## config.mk

```make
export PLATFORM = sky130hd
export DESIGN_NAME = op_stream_decoder
export DESIGN_NICKNAME = d
export VERILOG_FILES = /design/src/rtl/op_stream_decoder_pkg.sv /design/src/rtl/op_stream_decoder_assembler.sv /design/src/rtl/op_stream_decoder.sv
export SDC_FILE = /design/constraint.sdc
export NUM_CORES = 1
export LEC_CHECK = 0
export CAP_MARGIN = 20
export CORE_ASPECT_RATIO = 1.5
export CORE_UTILIZATION = 40
export CTS_CLUSTER_DIAMETER = 30
export DETAILED_ROUTE_END_ITERATION = 8
export PLACE_DENSITY = 0.73
export SETUP_SLACK_MARGIN = 0.5
export SYNTH_ARGS = -nofsm -noshare
export SYNTH_HDL_FRONTEND = slang
export SYNTH_HIERARCHICAL = 1
export SYNTH_SLANG_ARGS = --single-unit
```

## constraint.sdc

```tcl
create_clock -name clk -period 2.4 [get_ports clk]
set_clock_uncertainty 0.1 [all_clocks]
set_input_delay 0.48 -clock clk [delete_from_list [all_inputs] [get_ports clk]]
set_output_delay 0.48 -clock clk [all_outputs]
set_load 0.02 [all_outputs]
```

## src/rtl/op_stream_decoder_pkg.sv

```systemverilog
// Shared opcode and data1 constants for the command byte-stream decoder.
package op_stream_decoder_pkg;

  localparam logic [7:0] OP_ATTEN     = 8'hC4;
  localparam logic [7:0] OP_LED       = 8'hC5;
  localparam logic [7:0] OP_SAMPLE    = 8'hC7;
  localparam logic [7:0] OP_END_11K   = 8'h07;
  localparam logic [7:0] OP_START_11K = 8'h0F;
  localparam logic [7:0] OP_END_22K   = 8'h17;
  localparam logic [7:0] OP_START_22K = 8'h1F;
  localparam logic [7:0] OP_ALL_ONES  = 8'hFF;

  localparam logic [7:0] D1_POWER_ON_R1 = 8'hEF;
  localparam logic [7:0] D1_LED_UPDATE  = 8'h00;

  localparam int unsigned PKT_W = 24;

endpackage

```

## src/rtl/op_stream_decoder_assembler.sv

```systemverilog
// Frames the serial byte stream into 3-byte {opcode, data1, data2} packets.
// Handshake: in_valid_i accepts in_byte_i on every rising edge; there is no ready, the block never stalls.
module op_byte_assembler
  import op_stream_decoder_pkg::*;
(
  input  logic             clk,
  input  logic             rst_n,
  input  logic [7:0]       in_byte_i,
  input  logic             in_valid_i,
  input  logic             in_start_i,
  output logic [PKT_W-1:0] packet_o,
  output logic             packet_valid_o,
  output logic             err_frame_o
);

  logic [1:0] cnt_q, cnt_d;
  logic [7:0] b0_q, b0_d;
  logic [7:0] b1_q, b1_d;
  logic       err_q, err_d;

  // packet_valid_o strobes in the cycle the third byte is presented so the
  // top can register every decode result on that same edge.
  always_comb begin
    cnt_d          = cnt_q;
    b0_d           = b0_q;
    b1_d           = b1_q;
    err_d          = 1'b0;
    packet_valid_o = 1'b0;
    packet_o       = {b0_q, b1_q, in_byte_i};
    if (in_valid_i) begin
      if (in_start_i) begin
        err_d = (cnt_q != 2'd0);
        b0_d  = in_byte_i;
        cnt_d = 2'd1;
      end else begin
        case (cnt_q)
          2'd0: err_d = 1'b1;
          2'd1: begin
            b1_d  = in_byte_i;
            cnt_d = 2'd2;
          end
          2'd2: begin
            packet_valid_o = 1'b1;
            cnt_d          = 2'd0;
          end
          default: cnt_d = 2'd0;
        endcase
      end
    end
  end

  always_ff @(posedge clk or negedge rst_n) begin
    if (!rst_n) begin
      cnt_q <= 2'd0;
      b0_q  <= 8'h00;
      b1_q  <= 8'h00;
      err_q <= 1'b0;
    end else begin
      cnt_q <= cnt_d;
      b0_q  <= b0_d;
      b1_q  <= b1_d;
      err_q <= err_d;
    end
  end

  assign err_frame_o = err_q;

endmodule

```

## src/rtl/op_stream_decoder.sv

```systemverilog
// Decodes framed command packets into audio stream control, sample delivery,
// attenuation registers and event/error pulses; every output is a register.
module op_stream_decoder
  import op_stream_decoder_pkg::*;
#(
  parameter int NUM_ATTEN_CH = 2,
  parameter int SAMPLE_CNT_W = 16
) (
  input  logic                      clk,
  input  logic                      rst_n,
  input  logic [7:0]                in_byte,
  input  logic                      in_valid,
  input  logic                      in_start,
  output logic                      sample_valid,
  output logic [15:0]               sample_data,
  output logic                      audio_start,
  output logic                      audio_end,
  output logic                      led_update,
  output logic                      power_on_r1,
  output logic                      all_ones,
  output logic                      audio_active,
  output logic                      audio_22khz,
  output logic [NUM_ATTEN_CH*8-1:0] atten,
  output logic [SAMPLE_CNT_W-1:0]   sample_count,
  output logic                      err_frame,
  output logic                      err_sample
);

  logic [PKT_W-1:0] packet;
  logic             packet_valid;
  logic [7:0]       opcode, data1, data2;

  op_byte_assembler u_assembler (
    .clk            (clk),
    .rst_n          (rst_n),
    .in_byte_i      (in_byte),
    .in_valid_i     (in_valid),
    .in_start_i     (in_start),
    .packet_o       (packet),
    .packet_valid_o (packet_valid),
    .err_frame_o    (err_frame)
  );

  assign {opcode, data1, data2} = packet;

  logic                      sample_valid_q, sample_valid_d;
  logic [15:0]               sample_data_q, sample_data_d;
  logic                      audio_start_q, audio_start_d;
  logic                      audio_end_q, audio_end_d;
  logic                      led_update_q, led_update_d;
  logic                      power_on_r1_q, power_on_r1_d;
  logic                      all_ones_q, all_ones_d;
  logic                      audio_active_q, audio_active_d;
  logic                      audio_22khz_q, audio_22khz_d;
  logic [NUM_ATTEN_CH*8-1:0] atten_q, atten_d;
  logic [SAMPLE_CNT_W-1:0]   sample_count_q, sample_count_d;
  logic                      err_sample_q, err_sample_d;

  always_comb begin
    sample_valid_d = 1'b0;
    audio_start_d  = 1'b0;
    audio_end_d    = 1'b0;
    led_update_d   = 1'b0;
    power_on_r1_d  = 1'b0;
    all_ones_d     = 1'b0;
    err_sample_d   = 1'b0;
    sample_data_d  = sample_data_q;
    audio_active_d = audio_active_q;
    audio_22khz_d  = audio_22khz_q;
    atten_d        = atten_q;
    sample_count_d = sample_count_q;
    if (packet_valid) begin
      case (opcode)
        OP_LED: begin
          if (data1 == D1_POWER_ON_R1)     power_on_r1_d = 1'b1;
          else if (data1 == D1_LED_UPDATE) led_update_d  = 1'b1;
        end
        OP_ATTEN: begin
          // Out-of-range channel selects are silently ignored.
          if (data2[7:4] == 4'h0 && int'(data2[3:0]) < NUM_ATTEN_CH) begin
            for (int i = 0; i < NUM_ATTEN_CH; i++) begin
              if (int'(data2[3:0]) == i) atten_d[i*8 +: 8] = data1;
            end
          end
        end
        OP_START_11K, OP_START_22K: begin
          audio_start_d  = 1'b1;
          audio_active_d = 1'b1;
          audio_22khz_d  = (opcode == OP_START_22K);
          sample_count_d = '0;
        end
        OP_END_11K, OP_END_22K: begin
          audio_end_d    = 1'b1;
          audio_active_d = 1'b0;
        end
        OP_SAMPLE: begin
          if (audio_active_q) begin
            sample_valid_d = 1'b1;
            sample_data_d  = {data1, data2};
            if (sample_count_q != {SAMPLE_CNT_W{1'b1}})
              sample_count_d = sample_count_q + SAMPLE_CNT_W'(1);
          end else begin
            err_sample_d = 1'b1;
          end
        end
        OP_ALL_ONES: begin
          all_ones_d     = 1'b1;
          audio_active_d = 1'b0;
          audio_22khz_d  = 1'b0;
          sample_count_d = '0;
          atten_d        = '0;
        end
        default: ;
      endcase
    end
  end

  always_ff @(posedge clk or negedge rst_n) begin
    if (!rst_n) begin
      sample_valid_q <= 1'b0;
      sample_data_q  <= 16'h0000;
      audio_start_q  <= 1'b0;
      audio_end_q    <= 1'b0;
      led_update_q   <= 1'b0;
      power_on_r1_q  <= 1'b0;
      all_ones_q     <= 1'b0;
      audio_active_q <= 1'b0;
      audio_22khz_q  <= 1'b0;
      atten_q        <= '0;
      sample_count_q <= '0;
      err_sample_q   <= 1'b0;
    end else begin
      sample_valid_q <= sample_valid_d;
      sample_data_q  <= sample_data_d;
      audio_start_q  <= audio_start_d;
      audio_end_q    <= audio_end_d;
      led_update_q   <= led_update_d;
      power_on_r1_q  <= power_on_r1_d;
      all_ones_q     <= all_ones_d;
      audio_active_q <= audio_active_d;
      audio_22khz_q  <= audio_22khz_d;
      atten_q        <= atten_d;
      sample_count_q <= sample_count_d;
      err_sample_q   <= err_sample_d;
    end
  end

  assign sample_valid = sample_valid_q;
  assign sample_data  = sample_data_q;
  assign audio_start  = audio_start_q;
  assign audio_end    = audio_end_q;
  assign led_update   = led_update_q;
  assign power_on_r1  = power_on_r1_q;
  assign all_ones     = all_ones_q;
  assign audio_active = audio_active_q;
  assign audio_22khz  = audio_22khz_q;
  assign atten        = atten_q;
  assign sample_count = sample_count_q;
  assign err_sample   = err_sample_q;

endmodule

```

Word level (Yosys, flattened, before mapping). Index checks and enable logic that the tools add are counted.

Register bits: 76. Bits of input ports: 12. Output and inout port bits: 58. Word-level logic and storage cells: 98.

$add $sub $neg: 1. Order comparisons: 1. Eq/ne operators: 19. Mux-type cells: 36. Bitwise gates (word level): 1. Reductions and logical operators: 23.

Operators by type and width (number): 16-bit one-hot mux with 2 select lines (2); 16-bit 2-to-1 mux (3); 8-bit equality test, second input constant (5); 1-bit 2-to-1 mux (25); 16-bit by 1-bit adder with 16-bit output, second input constant (1); 8-bit by 5-bit equality test with 1-bit output, second input constant (2); 8-bit 2-to-1 mux (2); 16-bit != test, second input constant (1); 2-bit != test, second input constant (6); 4-bit AND reduction (3); 2-bit nonzero test (5); 8-bit by 3-bit equality test with 1-bit output, second input constant (1); 8-bit by 4-bit equality test with 1-bit output, second input constant (1); 4-bit zero test (2); 8-bit zero test (1); 2-bit AND reduction (4); 3-bit AND reduction (2); 3-bit OR reduction (2); 4-bit by 2-bit equality test with 1-bit output, second input constant (1); 4-bit by 2-bit less-than comparator with 1-bit output, second input constant (1); 1-bit one-hot mux with 2 select lines (2); 2-bit one-hot mux with 2 select lines (1); 2-bit OR reduction (2); 2-bit by 1-bit equality test with 1-bit output, second input constant (1); 5 further kinds (5).

Longest topological paths before layout.
Word-level depth: 5. Gate-level depth with buffers: 7. Depth with buffers taken out: 6.

Hierarchy. The synthesis kept the hierarchy.

Modules (own cells, without submodules): op_stream_decoder (times used 1, cells an instance 214, area an instance 2517.4 µm², seq. area each 1426.4 µm²); op_byte_assembler (times used 1, cells an instance 55, area an instance 845.8 µm², seq. area each 475.5 µm²).

Least setup slack after synthesis. No wires, ideal clock.

Kind: input to register. From: in in_start. To: reg sample_data_q[15], in the netlist sample_data[15]. Library setup time: 125 ps. Data arrival time: 2377 ps. Required time: 2175 ps. Slack: -202 ps. Stages on the path: 6. Path buffers: 2. Path through: nor4bb_1 -> nor4b_4 -> and4_1 -> buf_4 -> buf_2 -> mux2_2.

Word-level cells in the longest chain between the ends: 3.

Ends and longest elaborated chain: start: declaration (line op_stream_decoder.sv:13) `input logic in_start,`; 1-bit 2-to-1 mux (line op_stream_decoder_assembler.sv:31) `if (in_start_i) begin`; 1-bit 2-to-1 mux (line op_stream_decoder_assembler.sv:30) `if (in_valid_i) begin`; 3-bit AND reduction (no line); end signal: assignment (line op_stream_decoder.sv:134) `sample_data_q <= sample_data_d;`; end: declaration (line op_stream_decoder.sv:47) `logic [15:0] sample_data_q, sample_data_d;`.

No other way between the ends. A chain may end at the register's enable or synchronous reset.

Final worst setup path.
From: reg u_assembler.cnt_q[0]. To: reg atten_q[0], in the netlist atten[0].

Word-level cells in the longest chain between the ends: 5.

Ends and longest elaborated chain: start: declaration (line op_stream_decoder_assembler.sv:16) `logic [1:0] cnt_q, cnt_d;`; start signal: assignment (line op_stream_decoder_assembler.sv:59) `cnt_q <= cnt_d;`; 2-bit equality test (line op_stream_decoder_assembler.sv:36) `case (cnt_q)`; 1-bit 2-to-1 mux (line op_stream_decoder_assembler.sv:36); 1-bit 2-to-1 mux (line op_stream_decoder_assembler.sv:31); 1-bit 2-to-1 mux (line op_stream_decoder_assembler.sv:30); via packet_valid (line op_stream_decoder.sv:30) `logic packet_valid;`; 4-bit AND reduction (no line); end signal: assignment (line op_stream_decoder.sv:142) `atten_q <= atten_d;`; end: declaration (line op_stream_decoder.sv:55) `logic [NUM_ATTEN_CH*8-1:0] atten_q, atten_d;`.

The timed path passes the listed nets, and every way through them passes these cells.

==> results by group <==
Synth
  – Seq/Total Area, Yosys: 56.55%
  – Synth Flop Type: dfrtp_1
  – Post-Synthesis Cells: 269
  – Post-synthesis register bit count: 76
  – EDFF count, synth: 0
  – Syn Nets: around 280
  – Yosys warns: 6
  – Cell variety after synth: 50
  – Mean Syn Cell Area: 12.50 um^2
  – Async set-or-reset flop fraction in the synthesized netlist: 100.0%
  – Netlist Area Pre-Place: 3363 um^2

STA
  – Rel. slew slack: 66.98%
  – Fin worst setup slack: between 0.2 and 0.25 ns
  – Hold WS: 0.01205 ns
  – Actual slew at the worst max-slew pin: 0.4953 ns
  – Fin crit share: 90.23%
  – Highest clock rate: ~460 MHz
  – Setup Total Neg Slack: 0 ns
  – Post-route minimum period: about 2.2 ns
  – Endpoints failing hold: 0
  – Setup Viol. Count Final: 0
  – Setup repair after global routing missed its margin: yes
  – Slew Limit Fails: 0

Critical path
  – Worst path top cell family by delay: simple AND/OR/NAND/NOR gates
  – Worst path required time: approximately 2.5 ns
  – CP max stage delay: ~0.41 ns
  – Cell Chain, Critical Path: nor4bb_4 -> nor4b_4 -> buf_4 -> nand2_4 -> nor4_4 -> nor2_4 -> a22o_1
  – Crit Path Max Fanout: 8
  – Critical Path Source Type: flip-flop
  – CP Class: reg -> reg
  – WP data arrival: 2.29 ns
  – Critical path's slowest cell: dfrtp_1
  – WP buf/inv: 1
  – CP Capture Type: flip-flop

Cells and area
  – Filler cell count: slightly below 600
  – Layout Cells excl Fill: 490
  – Inserted Diodes: 0
  – Final nets: between 300 and 400
  – Area Overhead vs Synth: 53.24%
  – Layout cells sized above 1: a little under two fifths

CTS
  – H-tree lvl count: 3
  – Clk buf depth: 2
  – TritonCTS clock tree: yes
  – Clock Tree Root: clkbuf_16
  – CTS Buf Count: 9
  – CTS sink count: 76
  – Worst-Skew Late Latency: roughly 0.34 ns
  – Reg clk slew, reported paths: roughly 0.06 ns

Power and ir drop
  – Gate power share: 9.8%
  – Sw Share: about a quarter
  – Sequential group share of total power: around 45%
  – Maximum VDD drop: between 0.0004 and 0.0005 V
  – Pleak: approximately 2.8 nW
  – Switching Power: 0.8506 mW
  – Power Internal: approximately 2.6 mW
  – Pwr Total: approximately 3.5 mW
  – Power per cell area: ~670 nW/um^2
  – Clock network power share: a little under half

Global route
  – Total Routing Usage GR: about 22%
  – Largest net degree at the start of global routing: 40
  – Vias in the first global route: about 2800
  – GRT overflow: 0
  – Antenna violations before repair: 0
  – First-pass GRT wire length: between 10000 and 15000 um

Route
  – Post-Route WL: 9045 um
  – Drt pass-1 iters: 4
  – Drt drc: 0
  – Iteration-0 DRC Markers: between 100 and 150
  – Routed vias/inst: ~5.4
  – Routed len/inst: about 18 um
  – Antenna violation net count after detailed routing: 0
  – Vias: 2670

Floorplan
  – Core footprint: 8058 um^2
  – Die W: ~77 um
  – Chip height: 114.3 um
  – Starting Density: roughly two fifths
  – Full die area: slightly below 9000 um^2
  – I/O pin cnt: 70
  – Cell Rows: 40

Job
  – Max Cap Viol: 0

Run status
  – Status: finished, final reports clean

Placement
  – Worst slack, placed: -0.3395 ns
  – I/O Buffers: slightly below 70
  – DP HPWL: 5944 um
  – Placed Cells: 463
  – Placer Congestion: 0.8504

Min path
  – HP Class: in -> async
-- worst paths after layout --
| kind | from | endpoint | slack (ns) | cells past startpoint |
|---|---|---|---|---|
| setup / recovery | u_assembler/cnt_q[0] | atten[0] | 0.23 | 7 |
| hold / removal | rst_n | sample_count[4] | 0.01 | 1 |
| setup reg to reg | u_assembler/cnt_q[0] | atten[0] | 0.23 | 7 |
| hold reg to reg | atten[6] | atten[6] | 0.40 | 1 |
| max in group asynchronous | rst_n | sample_count[9] | 1.61 | 2 |
| min in group clk | atten[6] | atten[6] | 0.40 | 1 |
-- layer usage --
layer,track usage (%),routed length (um),up-vias
met5,0,0,-
met2,39.05,4914,86
met1,25.86,3536,1339
li1,-,-,1228
met3,4.223,342,17
met4,10.38,252,0
-- synthesized netlist by cell type (3+ instances only) --
library cell,n,area [um^2]
a21oi_1,5,25.02
a22o_1,16,140.1
a31oi_1,5,31.28
buf_4,9,67.56
dfrtp_1,76,1902
inv_1,7,26.28
mux2_2,26,292.8
mux2_4,8,120.1
nand2_1,14,52.55
nand3_1,7,35.03
nand4_1,8,50.05
nor2_1,11,41.29
nor2_2,4,25.02
nor2b_1,3,18.77
nor3_1,8,40.04
nor4_1,5,31.28
o21ai_0,4,20.02
o21ai_1,10,50.05
o31ai_1,5,37.54
-- layout by cell type, fill, tap and decap left out, drive strengths merged, types with 3 or more instances in the layout --
cell,netlist,layout
a21oi,6,6
or4,3,3
nor2,15,15
inv,7,9
nand4,9,9
bufinv,0,3
nor4,7,7
nand3,7,7
nor2b,3,3
nand2,15,15
dfrtp,76,76
dlygate4sd2,0,26
o31ai,5,5
o21ai,14,14
a22o,16,16
a31oi,5,5
nor3,8,8
dlymetal6s2s,0,25
buf,13,45
clkdlybuf4s50,0,16
clkbuf,1,10
mux2,34,34
-- cells by family after synthesis --
| family | share of synthesized area (%) |
|---|---|
| AO/OA/AOI/OAI | 11.72 |
| flip-flops | 56.55 |
| adder cells (fa/ha/maj) | 0.7439 |
| buffers and inverters | 3.869 |
| multiplexers | 12.28 |
| AND/OR/NAND/NOR | 14.84 |
-- flip-flops by register name, indices dropped and copies added (netlist names) --
signal,cells
sample_count,16
u_assembler/cnt_q,2
audio_active,1
u_assembler/b0_q,8
led_update,1
audio_start,1
power_on_r1,1
sample_valid,1
audio_end,1
u_assembler/err_frame_o,1
u_assembler/b1_q,8
all_ones,1
atten,16
err_sample,1
sample_data,16
audio_22khz,1
-- stage by stage --
step / area, um^2 / util [%]
4_1_cts: 4979 / 61.79
5_1_grt: 5154 / 63.96
6_report: 5154 / 63.96
2_1_floorplan: 3453 / -
3_3_place_gp: 4436 / 55.05
3_5_place_dp: 4436 / 55.05
-- area by class of cell --
class | count | area [um^2] | share of cell area [%]
Inverter | 7 | 28.78 | 0.5584
Sequential cell | 76 | 1909 | 37.05
Timing Repair Buffer | 114 | 1152 | 22.36
Clock inverter | 7 | 121.4 | 2.355
Tap cell | 105 | 131.4 | 2.549
Clock buffer | 9 | 225.2 | 4.370
Multi-Input combinational cell | 172 | 1585 | 30.76
-- repair_timing --
action                     in CTS  in global routing
gates resized for setup        66                 50
hold buffers                    0                  0
pin swaps                      28                 19
buffers inserted                7                  3
gates cloned                    1                  0
setup endpoints to repair      77                 79
-- power groups by stage --
stage               Combinational (mW)  Sequential, mW  Clock [mW]
floorplan                        0.204            1.52           0
global placement                 0.303            1.56           0
detailed placement               0.313            1.57           0
CTS                              0.331            1.54        1.59
global route                     0.370            1.56        1.65
finish                           0.339            1.54        1.57
No activity file was read; power rests on OpenSTA's default activity.
